## src/rtl/uart_tx_mmio.sv

```systemverilog
// Memory-mapped 8N1 serial transmitter: a small register window on the CPU
// data bus, a byte FIFO, and a start/data/stop serialiser on one output pin.
`timescale 1ns/1ps

module uart_tx_mmio #(
   parameter logic [23:0] BASE_ADDR  = 24'hFFFF00,
   parameter int          CLK_DIV    = 16,
   parameter int          FIFO_DEPTH = 8
) (
   input  logic        i_clk,
   input  logic        i_rst,
   input  logic        i_clk_en,
   input  logic [23:0] i_addr,
   input  logic [31:0] i_wdata,
   input  logic        i_wr,
   input  logic        i_rd,
   output logic        o_hit,
   output logic [31:0] o_rdata,
   output logic        o_txd,
   output logic        o_busy
);

   localparam int PW = $clog2(FIFO_DEPTH);
   localparam int CW = PW + 1;
   localparam int BW = $clog2(CLK_DIV);
   localparam logic [CW-1:0] DEPTH_C   = CW'(FIFO_DEPTH);
   localparam logic [BW-1:0] BAUD_LAST = BW'(CLK_DIV - 1);

   typedef enum logic [1:0] {IDLE, START, DATA, STOP} state_t;

   state_t        state, state_next;
   logic [BW-1:0] baud, baud_next;
   logic [2:0]    bit_cnt, bit_cnt_next;
   logic [7:0]    shift, shift_next;
   logic          txd_next;
   logic          pop;

   logic [7:0]    mem [FIFO_DEPTH];
   logic [PW-1:0] wr_ptr, rd_ptr;
   logic [CW-1:0] count, count_next;
   logic          overflow;
   logic          enable;

   logic [23:0]   offset;
   logic [1:0]    reg_sel;
   logic          access, push_req, push_ok, overflow_set, ctrl_wr, status_rd;
   logic          full, empty, can_pop, baud_done, busy_next;
   logic [31:0]   count_wide, status_word, read_mux;
   logic          unused_bits;

   // Address decode: the window is the four words starting at BASE_ADDR.
   assign offset  = i_addr - BASE_ADDR;
   assign o_hit   = (offset < 24'd4);
   assign reg_sel = offset[1:0];

   assign access       = i_clk_en & o_hit;
   assign push_req     = access & i_wr & (reg_sel == 2'd0);
   assign ctrl_wr      = access & i_wr & (reg_sel == 2'd2);
   assign status_rd    = access & i_rd & (reg_sel == 2'd1);

   assign full         = (count == DEPTH_C);
   assign empty        = (count == '0);
   assign can_pop      = enable & ~empty;
   assign baud_done    = (baud == BAUD_LAST);
   assign push_ok      = push_req & (~full | pop);
   assign overflow_set = push_req & full & ~pop;

   assign count_wide   = 32'(count);
   assign status_word  = {24'b0, count_wide[3:0], overflow, (state != IDLE), empty, full};
   assign unused_bits  = ^{i_wdata[31:8], count_wide[31:4]};

   // Register read multiplexer; DATA and the spare slot read as zero.
   always_comb begin
      read_mux = 32'b0;
      case (reg_sel)
         2'd1:    read_mux = status_word;
         2'd2:    read_mux = {31'b0, enable};
         default: read_mux = 32'b0;
      endcase
   end

   // Serialiser next-state logic; a pop loads the shift register and drops into the start bit.
   always_comb begin
      state_next   = state;
      baud_next    = baud;
      bit_cnt_next = bit_cnt;
      shift_next   = shift;
      txd_next     = o_txd;
      pop          = 1'b0;
      case (state)
         IDLE: begin
            if (can_pop) begin
               pop          = 1'b1;
               shift_next   = mem[rd_ptr];
               bit_cnt_next = 3'd0;
               baud_next    = '0;
               state_next   = START;
               txd_next     = 1'b0;
            end
         end
         START: begin
            if (baud_done) begin
               baud_next  = '0;
               state_next = DATA;
               txd_next   = shift[0];
            end else begin
               baud_next = baud + BW'(1);
            end
         end
         DATA: begin
            if (baud_done) begin
               baud_next    = '0;
               shift_next   = shift >> 1;
               bit_cnt_next = bit_cnt + 3'd1;
               if (bit_cnt == 3'd7) begin
                  state_next = STOP;
                  txd_next   = 1'b1;
               end else begin
                  txd_next = shift[1];
               end
            end else begin
               baud_next = baud + BW'(1);
            end
         end
         STOP: begin
            if (baud_done) begin
               baud_next = '0;
               if (can_pop) begin
                  pop          = 1'b1;
                  shift_next   = mem[rd_ptr];
                  bit_cnt_next = 3'd0;
                  state_next   = START;
                  txd_next     = 1'b0;
               end else begin
                  state_next = IDLE;
                  txd_next   = 1'b1;
               end
            end else begin
               baud_next = baud + BW'(1);
            end
         end
         default: begin
            state_next = IDLE;
            txd_next   = 1'b1;
         end
      endcase
   end

   // FIFO occupancy after this edge's push and pop, and the busy flag it implies.
   always_comb begin
      count_next = count;
      case ({push_ok, pop})
         2'b10:   count_next = count + CW'(1);
         2'b01:   count_next = count - CW'(1);
         default: count_next = count;
      endcase
      busy_next = (state_next != IDLE) || (count_next != '0);
   end

   // Serialiser state register; reset aborts any frame and returns the line to idle-high.
   always_ff @(posedge i_clk) begin
      if (i_rst) begin
         state   <= IDLE;
         baud    <= '0;
         bit_cnt <= 3'd0;
         shift   <= 8'd0;
         o_txd   <= 1'b1;
      end else if (i_clk_en) begin
         state   <= state_next;
         baud    <= baud_next;
         bit_cnt <= bit_cnt_next;
         shift   <= shift_next;
         o_txd   <= txd_next;
      end
   end

   // FIFO pointers, sticky overflow, control bit, read data and busy flag.
   always_ff @(posedge i_clk) begin
      if (i_rst) begin
         wr_ptr   <= '0;
         rd_ptr   <= '0;
         count    <= '0;
         overflow <= 1'b0;
         enable   <= 1'b1;
         o_rdata  <= 32'b0;
         o_busy   <= 1'b0;
      end else if (i_clk_en) begin
         if (push_ok) wr_ptr <= wr_ptr + PW'(1);
         if (pop)     rd_ptr <= rd_ptr + PW'(1);
         count  <= count_next;
         o_busy <= busy_next;
         if (overflow_set)   overflow <= 1'b1;
         else if (status_rd) overflow <= 1'b0;
         if (ctrl_wr) enable <= i_wdata[0];
         if (o_hit && i_rd) o_rdata <= read_mux;
      end
   end

   // FIFO storage; entries need no reset because the pointers define validity.
   always_ff @(posedge i_clk) begin
      if (!i_rst && push_ok) mem[wr_ptr] <= i_wdata[7:0];
   end

endmodule

```

## config.mk

```make
export PLATFORM = sky130hd
export DESIGN_NAME = uart_tx_mmio
export DESIGN_NICKNAME = d
export VERILOG_FILES = /design/src/rtl/uart_tx_mmio.sv
export SDC_FILE = /design/constraint.sdc
export NUM_CORES = 1
export LEC_CHECK = 0
export CAP_MARGIN = 20
export CELL_PAD_IN_SITES_DETAIL_PLACEMENT = 1
export CELL_PAD_IN_SITES_GLOBAL_PLACEMENT = 1
export CORE_MARGIN = 4
export CORE_UTILIZATION = 41
export DETAILED_ROUTE_END_ITERATION = 16
export GPL_ROUTABILITY_DRIVEN = 0
export PLACE_DENSITY_LB_ADDON = 0.05
export SYNTH_ARGS = -nofsm -noshare
export SYNTH_HDL_FRONTEND = slang
export SYNTH_SLANG_ARGS = --single-unit
export TNS_END_PERCENT = 50
```

## constraint.sdc

```tcl
create_clock -name i_clk -period 3.18 [get_ports i_clk]
set_input_delay 0.636 -clock i_clk [delete_from_list [all_inputs] [get_ports i_clk]]
set_output_delay 0.636 -clock i_clk [all_outputs]
set_load 0.01 [all_outputs]
```

==> flow_summary_export.csv <==
group,metric,value,unit
synth,syn_inst,417,
clock_network,clk_pin_slew,0.07,ns
grt,grt_pass1_wl,18.2,mm
clock_network,clk_latency,0.36,ns
setup_path,required,2.54,ns
setup_path,reg2reg_depth,12,
clock_network,cts_tree,"built",
clock_network,root_buffer,"clkbuf_16",
finish,n_antenna_cell,0,
power,p_leak,2.09,nW
power,switching_share,0.219,
synth,syn_area,0.00493,mm^2
timing,setup_violations,0,
synth,synth-seq-cells,106,
drt,drt-initial-drc-count,155,
synth,synth-edff-count,64,
power,combPwrFrac,0.039,
setup_path,reg2reg_slack,0.21,ns
timing,finalHoldViolCount,0,
timing,tightest_slew,0.795,ns
setup_path,crit_path_frequent_cell,"clkdlybuf4s50_1",
worst_hold_path,min-delay-start,"o_rdata[2]",
drt,post_drt_wl_per_cell,17.4,um
setup_path,path_cells,"clkdlybuf4s50_1 -> or4_4 -> nor2_1 -> and2_1 -> clkdlybuf4s50_1",
timing,fin_skew,0.00887,ns
clock_network,htree_levels,3,
placement,io_buffers,47,
drt,routed_wl,11.0,mm
finish,mostFrequentLayoutCells,"64 x edfxtp_1, 62 x nor2_1, 47 x clkdlybuf4s50_1, 42 x dfxtp_1, 36 x a21oi_1",
synth,yosysSeqAreaShare,0.560,
drt,drc,0,
synth,synth_top_flop_cell,"edfxtp_1",
setup_path,critPathMaxFanout,2,
power,p_seq_frac,0.553,
job,maxCapViolCount,0,
finish,drive_above_1_share,0.157,
floorplanning,io_pins,96,
finish,layoutNonFillerInstCount,632,
setup_path,slowest_delay,0.55,ns
grt,overflow,0,
synth,async_reset_ff_frac,0,
setup_path,cp-end-kind,"primary output",
status,status,"finished, final reports clean",
worst_hold_path,hold-path-cell-count,2,
timing,rsz0062_at_grt,"no",
setup_path,arrival,2.47,ns
setup_path,cp_slowest_cell,"or4_4",
drt,routed-via-count,3271,
placement,pre_cts_ws,-0.181,ns
floorplanning,die_x,118,um
floorplanning,start_util,0.425,
timing,fmax,322,MHz
finish,fin_util,0.509,
grt,grt_pass1_vias,3463,
drt,avgViaCountPerCell,5.18,
timing,hold_ws,0.461,ns
floorplanning,core_area,0.0116,mm^2
clock_network,cts.sinks,106,
setup_path,rr_startpoint,"state[0]",
placement,dp_hpwl,7.94,mm
power,powerDensity,445,mW/mm^2
finish,final_nets,559,
grt,antenna_found_initial,0,
floorplanning,die_h,118,um
setup_path,start_kind,"input port",
synth,yosys_warnings,0,
finish,mostFrequentLayoutCell,"edfxtp_1",
drt,firstDrtPassIters,4,
clock_network,cts_made_buffers,9,
floorplanning,die_area,0.0138,mm^2
clock_network,postCtsSetupBuffers,0,
timing,finalCriticalPeriod,3.10,ns
setup_path,crit_type,"in -> out",
synth,synth_cell_types,60,
timing,slew_headroom,0.469,
floorplanning,rows,39,
power,irDropWorstVdd,0.315,mV
clock_network,cts_resized,0,
timing,setup_ws,0.0756,ns
clock_network,holdBufCountCts,0,
power,p_int,2.05,mW
clock_network,clk_path_buf_depth,2,
finish,syn2layout_area_growth,19.7,%
worst_hold_path,min_path_type,"reg -> reg",
worst_hold_path,whs_endpoint,"o_rdata[2]",
setup_path,r2r-end,"o_busy",
drt,drtAntennaViolNets,0,
power,pwr-share-clk,0.408,
grt,grt_max_degree,40,
grt,grtUsageTotal,0.168,
placement,placed_cells,616,
timing,slew_violations,0,
synth,synth.avg_cell_area,11.8,um^2
power,p_sw,574,uW
timing,finalCritPeriodShare,0.976,
critical path: cells and delay by family:
kind,cells,cell delay (ns)
buffers and inverters,2,0.95
and+or+nand+nor,3,0.89
how the worst max path moves through the flow:
stage          slack (ns)       from   endpoint  cells after the start
3_3_place_gp        -0.09  i_addr[4]     o_busy                     11
2_1_floorplan        0.31   state[0]  mem[1][0]                     11
6_report             0.08  i_addr[4]      o_hit                      5
3_5_place_dp        -0.18  i_addr[4]     o_busy                     11
5_1_grt             0.002  i_addr[4]      o_hit                      5
4_1_cts              0.05  i_addr[4]      o_hit                      5
through the flow:
step           instance area [um^2]  total power, mW  setup TNS (ns)
3_5_place_dp                   5620             1.59          -0.288
5_1_grt                        5910             2.73               0
3_3_place_gp                   5620             1.58         -0.0909
6_report                       5910             2.63               0
4_1_cts                        5910             2.67               0
2_1_floorplan                  5020             1.54               0
cell usage after synthesis (2+ instances only):
master,number,share of area
and2_1,3,0.0038
and3_1,3,0.0038
nand3_1,12,0.012
ha_1,14,0.036
nand4_1,4,0.0051
nand3b_1,4,0.0061
edfxtp_1,64,0.39
a22oi_1,5,0.0076
a31oi_1,2,0.0025
dfxtp_1,42,0.17
xnor2_1,5,0.0089
clkbuf_1,11,0.0084
buf_4,25,0.038
nor3_1,2,0.0020
mux4_2,16,0.073
nand4b_1,3,0.0053
o21ai_0,6,0.0061
nor4_1,4,0.0051
a21oi_1,36,0.037
nor2_1,62,0.047
buf_2,6,0.0061
or3_1,3,0.0038
xor2_1,4,0.0071
nand2_1,27,0.021
mux2i_1,11,0.022
inv_1,9,0.0068
routing by layer:
layer	vias to the layer above	wire (um)	track usage
met2	53	5260	0.269
met4	0	143	0.0491
li1	1595	-	-
met1	1614	5210	0.224
met3	9	386	0.0461
met5	-	0	0
power by group through the flow:
| stage | Sequential (mW) | Clock, mW | Combinational [mW] |
|---|---|---|---|
| detailed placement | 1.48 | 0 | 0.102 |
| global route | 1.45 | 1.17 | 0.112 |
| CTS | 1.45 | 1.12 | 0.102 |
| floorplan | 1.48 | 0 | 0.0562 |
| global placement | 1.48 | 0 | 0.0988 |
| finish | 1.45 | 1.07 | 0.102 |
cell type report:
type,count,area [um^2]
clock buffers,10,229
clock inverters,6,57.6
fillers,1221,5710
inverters,10,38.8
multi-input cells,279,1940
flip-flops and latches,106,2760
well taps,143,179
repair buffers,78,703
cell families (layout without fill, tap and decap cells):
| family | after synthesis | count (layout) | share of synthesized area |
|---|---|---|---|
| flip-flops | 106 | 106 | 0.560 |
| other | 1 | 24 | 0.000760 |
| XOR/XNOR | 9 | 9 | 0.0160 |
| multiplexers | 27 | 27 | 0.0954 |
| buffers and inverters | 55 | 104 | 0.0649 |
| AO/OA/AOI/OAI | 63 | 63 | 0.0817 |
| AND/OR/NAND/NOR | 142 | 142 | 0.146 |
| adder cells (fa/ha/maj) | 14 | 14 | 0.0355 |
state kept, by name, indices dropped and copies added, names as in the netlist, named ones only:
| signal | flops |
|---|---|
| baud | 4 |
| bit_cnt | 3 |
| count | 4 |
| enable | 1 |
| mem | 64 |
| o_busy | 1 |
| o_rdata | 8 |
| o_txd | 1 |
| overflow | 1 |
| rd_ptr | 3 |
| shift | 8 |
| state | 2 |
| wr_ptr | 3 |
Note: power is estimated with default switching activity, not from simulation.
